===== src/rtl/data_mem_unit.sv =====
// Byte-addressable data memory unit: single-request IDLE/ACCESS/RESP handshake FSM.
// Optional macro DMU_ALIGN_CHECK_EN rejects misaligned accesses instead of aligning them down.
module data_mem_unit #(
  parameter int DATA_W = 64,
  parameter int DEPTH  = 32,
  parameter int ADDR_W = 64
) (
  input  logic              clk,
  input  logic              rst,
  input  logic              req_valid,
  output logic              req_ready,
  input  logic              req_we,
  input  logic [1:0]        req_size,
  input  logic              req_sext,
  input  logic [ADDR_W-1:0] req_addr,
  input  logic [DATA_W-1:0] req_wdata,
  input  logic [4:0]        req_rd,
  output logic              resp_valid,
  input  logic              resp_ready,
  output logic [DATA_W-1:0] resp_rdata,
  output logic              resp_err,
  output logic              wb_en,
  output logic [4:0]        wb_rd
);

  localparam int NBYTES = DATA_W / 8;
  localparam int LB     = $clog2(NBYTES);
  localparam int IDX_W  = ADDR_W - LB;
  localparam int MEM_AW = (DEPTH > 1) ? $clog2(DEPTH) : 1;
  localparam logic [IDX_W-1:0] DEPTH_IDX = IDX_W'(DEPTH);

  typedef enum logic [1:0] {IDLE, ACCESS, RESP} state_t;

  // Access width in bytes, clamped to the word width.
  function automatic logic [LB:0] size_bytes(input logic [1:0] sz);
    int b;
    b = 1 << sz;
    if (b > NBYTES) b = NBYTES;
    return (LB + 1)'(b);
  endfunction

  function automatic logic [NBYTES-1:0] lane_mask(input logic [LB:0] nb);
    logic [NBYTES-1:0] m;
    for (int k = 0; k < NBYTES; k++) m[k] = (k < int'(nb));
    return m;
  endfunction

  function automatic logic [DATA_W-1:0] extend(input logic [DATA_W-1:0] v,
                                               input logic [LB:0] nb,
                                               input logic sext);
    logic [DATA_W-1:0] r;
    logic msb;
    msb = 1'b0;
    for (int k = 0; k < NBYTES; k++)
      if (k == int'(nb) - 1) msb = v[8*k+7];
    for (int k = 0; k < NBYTES; k++)
      r[8*k +: 8] = (k < int'(nb)) ? v[8*k +: 8] : {8{sext & msb}};
    return r;
  endfunction

  logic [DATA_W-1:0] r_mem [DEPTH];

  state_t            r_state;
  logic              r_we;
  logic [1:0]        r_size;
  logic              r_sext;
  logic [ADDR_W-1:0] r_addr;
  logic [DATA_W-1:0] r_wdata;
  logic              r_resp_valid;
  logic              r_resp_err;
  logic [DATA_W-1:0] r_resp_rdata;
  logic              r_wb_en;
  logic [4:0]        r_wb_rd;

  logic [LB:0]       w_nbytes;
  logic [LB-1:0]     w_lane_off;
  logic [LB-1:0]     w_low_mask;
  logic [LB-1:0]     w_off;
  logic [IDX_W-1:0]  w_idx;
  logic              w_err;
  logic [NBYTES-1:0] w_bmask;
  logic [DATA_W-1:0] w_wshift;
  logic [DATA_W-1:0] w_word;
  logic [DATA_W-1:0] w_load;

  always_comb begin
    w_nbytes   = size_bytes(r_size);
    w_lane_off = r_addr[LB-1:0];
    w_idx      = r_addr[ADDR_W-1:LB];
    w_low_mask = w_nbytes[LB-1:0] - 1'b1;
`ifdef DMU_ALIGN_CHECK_EN
    w_off      = w_lane_off;
    w_err      = (w_idx >= DEPTH_IDX) | (|(w_lane_off & w_low_mask));
`else
    w_off      = w_lane_off & ~w_low_mask;
    w_err      = (w_idx >= DEPTH_IDX);
`endif
    w_bmask    = lane_mask(w_nbytes) << w_off;
    w_wshift   = r_wdata << {w_off, 3'b000};
    w_word     = r_mem[w_idx[MEM_AW-1:0]];
    w_load     = extend(w_word >> {w_off, 3'b000}, w_nbytes, r_sext);
  end

  // Storage has no reset; a store is dropped if rst is high on its ACCESS edge.
  always_ff @(posedge clk) begin
    if (!rst && r_state == ACCESS && r_we && !w_err) begin
      for (int k = 0; k < NBYTES; k++)
        if (w_bmask[k]) r_mem[w_idx[MEM_AW-1:0]][8*k +: 8] <= w_wshift[8*k +: 8];
    end
  end

  always_ff @(posedge clk) begin
    if (r_state == IDLE && req_valid) begin
      r_we    <= req_we;
      r_size  <= req_size;
      r_sext  <= req_sext;
      r_addr  <= req_addr;
      r_wdata <= req_wdata;
    end
  end

  always_ff @(posedge clk or posedge rst) begin
    if (rst) begin
      r_state      <= IDLE;
      r_resp_valid <= 1'b0;
      r_resp_err   <= 1'b0;
      r_resp_rdata <= '0;
      r_wb_en      <= 1'b0;
      r_wb_rd      <= '0;
    end else begin
      case (r_state)
        IDLE: begin
          if (req_valid) begin
            r_state <= ACCESS;
            r_wb_rd <= req_rd;
          end
        end
        ACCESS: begin
          r_state      <= RESP;
          r_resp_valid <= 1'b1;
          r_resp_err   <= w_err;
          r_resp_rdata <= (r_we || w_err) ? '0 : w_load;
          r_wb_en      <= ~r_we & ~w_err;
        end
        RESP: begin
          if (resp_ready) begin
            r_state      <= IDLE;
            r_resp_valid <= 1'b0;
            r_wb_en      <= 1'b0;
          end
        end
        default: r_state <= IDLE;
      endcase
    end
  end

  assign req_ready  = (r_state == IDLE);
  assign resp_valid = r_resp_valid;
  assign resp_err   = r_resp_err;
  assign resp_rdata = r_resp_rdata;
  assign wb_en      = r_wb_en;
  assign wb_rd      = r_wb_rd;

endmodule


===== config.mk =====
export PLATFORM = sky130hd
export DESIGN_NAME = data_mem_unit
export DESIGN_NICKNAME = d
export VERILOG_FILES = /design/src/rtl/data_mem_unit.sv
export SDC_FILE = /design/constraint.sdc
export NUM_CORES = 2
export LEC_CHECK = 0
export CORE_MARGIN = 4
export CORE_UTILIZATION = 50
export DETAILED_ROUTE_END_ITERATION = 12
export GPL_TIMING_DRIVEN = 0
export PLACE_DENSITY = 0.67
export SLEW_MARGIN = 20
export SYNTH_ARGS = -nofsm -noshare
export SYNTH_HDL_FRONTEND = slang
export SYNTH_SLANG_ARGS = --single-unit

===== constraint.sdc =====
create_clock -name clk -period 4.6 [get_ports clk]
set_input_delay 0.46 -clock clk [delete_from_list [all_inputs] [get_ports clk]]
set_output_delay 0.46 -clock clk [all_outputs]
set_load 0.005 [all_outputs]

* Yosys cells after proc, flatten, opt, wreduce, memory -nomap -nowiden
Memories as Yosys holds them, arrays and structs flattened. A register that Yosys moved wholly into a read port is not among the register bits.
Cells that the tools add are included.
** Word-level totals
- Register bits :: 206
- Latch bits :: 0
- Memory bits (writable) :: 2048
- Bits in read-only memories :: 0
- Input port bits :: 141
- Memories kept :: 1
** Cells by class
- Add/subtract/negate cells :: 2
- Multipliers :: 0
- Divide/modulo/power cells :: 0
- $lt $le $gt $ge :: 10
- Equal/unequal tests :: 11
- Shift-type cells :: 4
- Multiplexer cells :: 49
- Bitwise operators :: 6
- Reductions and logical operators :: 13
** Memories
- r_mem :: words 32, width 64, read ports 1, clocked after memory_dff 1, wr ports 1, line 61 : logic [DATA_W-1:0] r_mem [DEPTH];
** Operator list (count)
- 64-bit two-way mux :: 1
- 8-bit two-way mux :: 8
- 64-bit by 6-bit left shift with 64-bit output :: 1
- 64-bit by 6-bit right shift with 64-bit output :: 1
- 61-bit by 6-bit >= comparator with 1-bit output, second input constant :: 1
- 1-bit two-way mux :: 33
- 32-bit by 5-bit greater-than comparator with 1-bit output, second input constant :: 1
- 32-bit zero test :: 1
- 1-bit by 2-bit left shift with 32-bit output, first input constant :: 1
- 4-bit by 5-bit == test with 1-bit output, first input constant :: 4
- 3-bit by 4-bit less-than comparator with 1-bit output, first input constant :: 4
- 3-bit by 5-bit == test with 1-bit output, first input constant :: 2
- 1-bit by 4-bit less-than comparator with 1-bit output, first input constant :: 2
- 2-bit by 4-bit less-than comparator with 1-bit output, first input constant :: 2
- 8-bit by 3-bit left shift with 8-bit output :: 1
- 2-bit case mux with 3 select lines :: 1
- 2-bit AND reduction :: 3
- 2-bit by 5-bit == test with 1-bit output, first input constant :: 1
- 5-bit two-way mux :: 1
- 4-bit by 1-bit subtractor with 5-bit output, second input constant :: 1
- 1-bit logical AND :: 4
- 2-bit two-way mux :: 2
- 4-bit two-way mux :: 1
- 2-bit inequality test, second input constant :: 2
- 12 further kinds :: 16

* Logic depth before layout (Yosys ltp)
- Word-level depth :: 18
- Depth in mapped cells :: 16
- Gate-level depth less buffers :: 8

* Worst setup path after synthesis
OpenSTA, ideal clock, no wires.
- Kind :: reg-to-reg
- From :: reg r_state[1]
- To :: reg r_addr[0] (enable)
- Library setup time :: 0.507 ns
- Arrival time :: 3.657 ns
- Data required time :: 4.093 ns
- Path slack :: 0.435 ns
- Stages on the path, launching flop included :: 3
- Cells stage by stage :: dfrtp_1 > nor2_1 > and2_1
** On the way
- Cells in the longest elaborated chain, start to end :: 2
** RTL lines
- from (decl) :: line 63 : state_t r_state;
- from (signal assigned) :: line 124 : r_state <= IDLE;
- from (signal assigned) :: line 134 : r_state <= ACCESS;
- from (signal assigned) :: line 139 : r_state <= RESP;
- 2-bit zero test
- named net req_ready :: line 11 : output logic req_ready,
- 1-bit logical AND :: line 113 : if (r_state == IDLE && req_valid) begin
- to (signal assigned) :: line 117 : r_addr <= req_addr;
- to (decl) :: line 67 : logic [ADDR_W-1:0] r_addr;
The timed path passes the listed nets, and every way through them passes these cells.
A chain may end at the register's enable or synchronous reset.

==> results <==
- The number of placed instances with taps included is 7362.
- The worst-case headroom to the max-slew limit is 4.78%.
- The hold-critical path endpoint is r_wdata[6].
- Port buffering added 213 buffers.
- STA classifies the critical path startpoint as a flip-flop.
- The worst register-to-register path has a setup slack of -0.27 ns.
- Ranked by total cell area, the synthesized netlist is headed by sky130_fd_sc_hd__edfxtp_1 (73%), sky130_fd_sc_hd__mux4_2 (12%), sky130_fd_sc_hd__mux2i_1 (3.3%).
- Power spread over the standard cell area amounts to between 500 and 600 nW/µm².
- The number of global-route vias before repair came to 51200.
- Summed over its instances, the top area cell type makes up between 70% and 80% of the synthesized netlist area.
- The cell count after synthesis came out at 4728.
- The final layout contains 5386 nets.
- Counting every net in the synthesized netlist gives just under 5000.
- The H-tree generated during clock tree synthesis spans 4 levels.
- The largest single stage delay on the critical path is 0.65 ns.
- The storage element area is 67400 µm².
- The synthesized netlist devotes 0% of its cell area to XOR and XNOR gates.
- Walking the worst path, the cells encountered are buf_2, buf_6, buf_4, buf_2, nor3b_1, buf_2, a22oi_1, nand2_1, nor4_2, buf_4, nor4_1, o21a_1, a221o_1.
- The detailed-route DRC error count is 0.
- The startpoint of the tightest hold check path is req_wdata[6].
- The overflow left after global routing is 0.
- The multi-input combinational cell area is 22600 µm².
- The kind of end point of the critical path is a flip-flop.
- The sum of internal, switching and leakage power is 62.7 mW.
- The worst path required time is between 5 and 6 ns.
- TritonCTS built the clock tree.
- On the final layout, the worst clock skew is between 0.06 and 0.07 ns.
- The number of enable-type register cells in the synthesized netlist is 2180.
- Detailed placement ended at an HPWL of between 200000 and 250000 µm.
- The total routing resource utilization after global routing is 37.1%.
- The number of placement rows is 155.
- Of the total synthesized cell area, the portion taken by full adders, half adders and majority gates is 0%.
- The final max-slew violation count is 0.
- The upper clock frequency limit is 205 MHz.
- The routability congestion estimate from global placement is 1.02.
- The number of max-cap violations is 0.
- The tightest min-delay check is of the in -> reg type.
- roughly 210 I/O pins were placed.
- The multiplexer share of the synthesized area is 15.2%.
- TritonCTS created 220 clock buffers.
- The average instance in the mapped netlist occupies 19.1 µm².
- The initial utilization of the core area, before any placement, comes to 50.4%.
- During synthesis, Yosys emitted a total of 0 warnings.
- Of all nets on the critical path, the largest fanout is 10.
- The summed instance area of the synthesized netlist is 90100 µm².
- The routed layout has 53900 vias.
- The final-layout setup total negative slack is -2.99 ns.
- The first global-routing pass estimated 458000 µm of wire.
- The routed design has 347000 µm of wire.
- The dominant register cell in the synthesized netlist is sky130_fd_sc_hd__edfxtp_1.
- Summed over all cells, the static leakage comes to 33.9 nW.
- The combinational family with the most area after synthesis is multiplexers.
- The maximum count of clock buffers along a single path is 3.
- The root cell of the clock tree is sky130_fd_sc_hd__clkbuf_16.
- The number of design-rule violations left by the first detailed-router iteration is approximately 9900.
- The wire length per cell after detailed routing is 44.4 µm.
- Of all cell types, the one taking the most synthesized area is sky130_fd_sc_hd__edfxtp_1.
- The simple logic cell fraction of the synthesized area is 4.24%.
- After synthesis, flip-flops and latches occupy 74.8% of the total area.
- The path depth of the worst reg2reg path is 13.
- The worst path arrival time is approximately 5.7 ns.
- In the synthesized netlist the async set-or-reset flop fraction comes to 3.28%.
- The number of vias per cell is 6.91.
- The share of final-layout standard cells stronger than drive strength 1 is 25.4%.
- The clock input transition at the sequential cells of the worst setup and hold paths is 0.07 ns.
- The largest individual stage delay along the critical path comes from the cell sky130_fd_sc_hd__buf_2.
- The count of fill cells added during filler insertion is between 10000 and 15000.
- VDD sags by at most 0.410 mV.
- Counting I/O delays and the setup requirement, the final critical path takes a little under 5 ns.
- Setup violations remaining at the end of the flow were counted as 57.
- The run finished, with violations left.
- The floorplan step defined a core boundary enclosing 179000 µm².
- Setup repair after global routing could not meet its margin everywhere.
- The clock net in this run drives a total of between 2000 and 2500 sinks.
- The width of the chip is 433 µm.
- The number of non-filler instances in the completed layout is between 7000 and 8000.
- The share of the cycle needed by the critical path after routing is 106%.
- The count of nets left with antenna violations once routing finished came out at 0.
- The die area is 187000 µm².
- The initial antenna violation count was 20.
- Among the stages of the critical path, the cell type that occurs most often is sky130_fd_sc_hd__buf_2.
- For this run, the detailed router's first-pass iteration total came to 6.
- The height of the chip is 433 µm.
- The number of hold violations in the final report is 0.
- Along the worst hold path, the cell count comes to 1.
- The count of cell types in the netlist is 64.
- The worst setup slack after layout is -0.271 ns.
- The area growth from synthesis to final layout is 17.4%.
- Synthesis inferred between 2000 and 2500 register bits.
- The final reports fail on negative setup slack.
- The critical path is of the reg -> reg type.
- The later-pin clock latency in the skew report is 0.92 ns.
- The smallest hold slack is 0.0898 ns.
- At the pin with the least slew margin, the transition time is approximately 1.4 ns.
- In this run the critical register-to-register path is captured at resp_rdata[3].
- The synthesized netlist devotes 3.98% of its cell area to compound gates.
- Entering global routing, the biggest net connects 53 pins.
[cell usage after synthesis, types with 35 or more instances]
cell,n
sky130_fd_sc_hd__buf_4,35
sky130_fd_sc_hd__nor2_1,361
sky130_fd_sc_hd__a21oi_1,74
sky130_fd_sc_hd__a22o_1,35
sky130_fd_sc_hd__mux4_2,465
sky130_fd_sc_hd__buf_2,60
sky130_fd_sc_hd__nand3_1,78
sky130_fd_sc_hd__nand2_1,269
sky130_fd_sc_hd__a22oi_1,132
sky130_fd_sc_hd__o21ai_0,46
sky130_fd_sc_hd__mux2i_1,300
sky130_fd_sc_hd__o22ai_1,35
sky130_fd_sc_hd__dfrtp_1,74
sky130_fd_sc_hd__edfxtp_1,2180
sky130_fd_sc_hd__clkbuf_1,135
sky130_fd_sc_hd__o211ai_1,66
[cells in the final DEF (no fill, tap or decap), types with 23 or more instances in the layout]
cell type / n
sky130_fd_sc_hd__a21oi_1: 58
sky130_fd_sc_hd__o21ai_0: 44
sky130_fd_sc_hd__clkbuf_2: 39
sky130_fd_sc_hd__a22o_1: 35
sky130_fd_sc_hd__o211ai_1: 66
sky130_fd_sc_hd__mux2i_1: 286
sky130_fd_sc_hd__buf_2: 31
sky130_fd_sc_hd__o21ai_1: 28
sky130_fd_sc_hd__bufinv_16: 25
sky130_fd_sc_hd__clkbuf_16: 222
sky130_fd_sc_hd__nor2_2: 122
sky130_fd_sc_hd__buf_4: 44
sky130_fd_sc_hd__nand3_1: 76
sky130_fd_sc_hd__edfxtp_1: 2180
sky130_fd_sc_hd__dfrtp_1: 74
sky130_fd_sc_hd__o22ai_1: 27
sky130_fd_sc_hd__nor2_1: 205
sky130_fd_sc_hd__a22oi_1: 131
sky130_fd_sc_hd__nor2_4: 34
sky130_fd_sc_hd__nand2_1: 237
sky130_fd_sc_hd__nand2_2: 32
sky130_fd_sc_hd__buf_12: 25
sky130_fd_sc_hd__clkdlybuf4s50_1: 213
sky130_fd_sc_hd__mux4_2: 465
sky130_fd_sc_hd__buf_6: 85
sky130_fd_sc_hd__clkbuf_1: 126
sky130_fd_sc_hd__clkinv_2: 45
sky130_fd_sc_hd__clkinv_1: 56
sky130_fd_sc_hd__buf_8: 23
[state kept, by name, indices dropped and copies added, names as in the netlist, 2 cells and up, named ones only]
name and cells:
r_mem 2048, r_addr 64, r_wdata 64, resp_rdata 64
wb_rd 5, r_size 2, r_state 2
[per-layer routing]
layer	routed length [µm]	GRT usage, %
met5	93	0.911
met4	30000	25.9
met3	52400	16.1
met2	147000	52.4
met1	117000	46.2
[worst max-delay path by stage]
stage / endpoint / slack, ns / cells past startpoint
finish: resp_rdata[3] / -0.27 / 13
global route: r_mem[20][57] / -0.22 / 8
CTS: r_mem[14][46] / -0.07 / 8
detailed placement: resp_rdata[4] / -1.79 / 14
global placement: r_mem[30][59] / -3.65 / 9
floorplan: r_addr[0] / 0.44 / 2
[what timing repair did]
item                                     CTS  global route
buffers inserted                          12             4
hold endpoints to repair                  24             0
hold buffers                               1             0
pin swaps                                  6             6
endpoints found under the setup margin  3471          1880
gates resized for setup                  215           172
[power by group]
group	internal, mW	total [mW]	switching (mW)
logic	5.80	19.3	13.5
registers	24.6	25.0	0.359
clock network	10.3	18.5	8.12
total	40.8	62.7	22.0
[layout make-up]
class | instances | area share [%]
Sequential cell | 2259 | 63.7
Multi-Input combinational cell | 2166 | 21.3
Clock buffer | 259 | 5.39
Timing Repair Buffer | 297 | 3.28
Tap cell | 2355 | 2.78
Buffer | 292 | 1.89
Clock inverter | 155 | 1.55
Inverter | 9 | 0.0378
Antenna cell | 16 | 0.0378
[kinds of logic (layout without fill, tap and decap cells)]
logic type             after synthesis  after routing
and+or+nand+nor                    865            865
AOI/OAI and AO/OA                  514            514
muxes                              787            787
buffers and inverters              303           1012
other                                0             16
DFF                               2259           2259
[stage by stage]
stage | worst slack [ns] | util [%] | instance area, µm²
3_3_place_gp | -3.65 | 53.3 | 95200
3_5_place_dp | -1.79 | 54.3 | 97000
4_1_cts | -0.0679 | 58.8 | 105000
5_1_grt | -0.219 | 59.2 | 106000
2_1_floorplan | 0.435 | - | 90100
6_report | -0.271 | 59.2 | 106000
[critical path: cells and delay by family, from the launching register on]
kind	cells	cell delay, ns
simple gates	4	1.52
buf+inv	6	2.31
flops	1	0.30
compound gates	3	0.59
(Power assumes the default switching activity.)
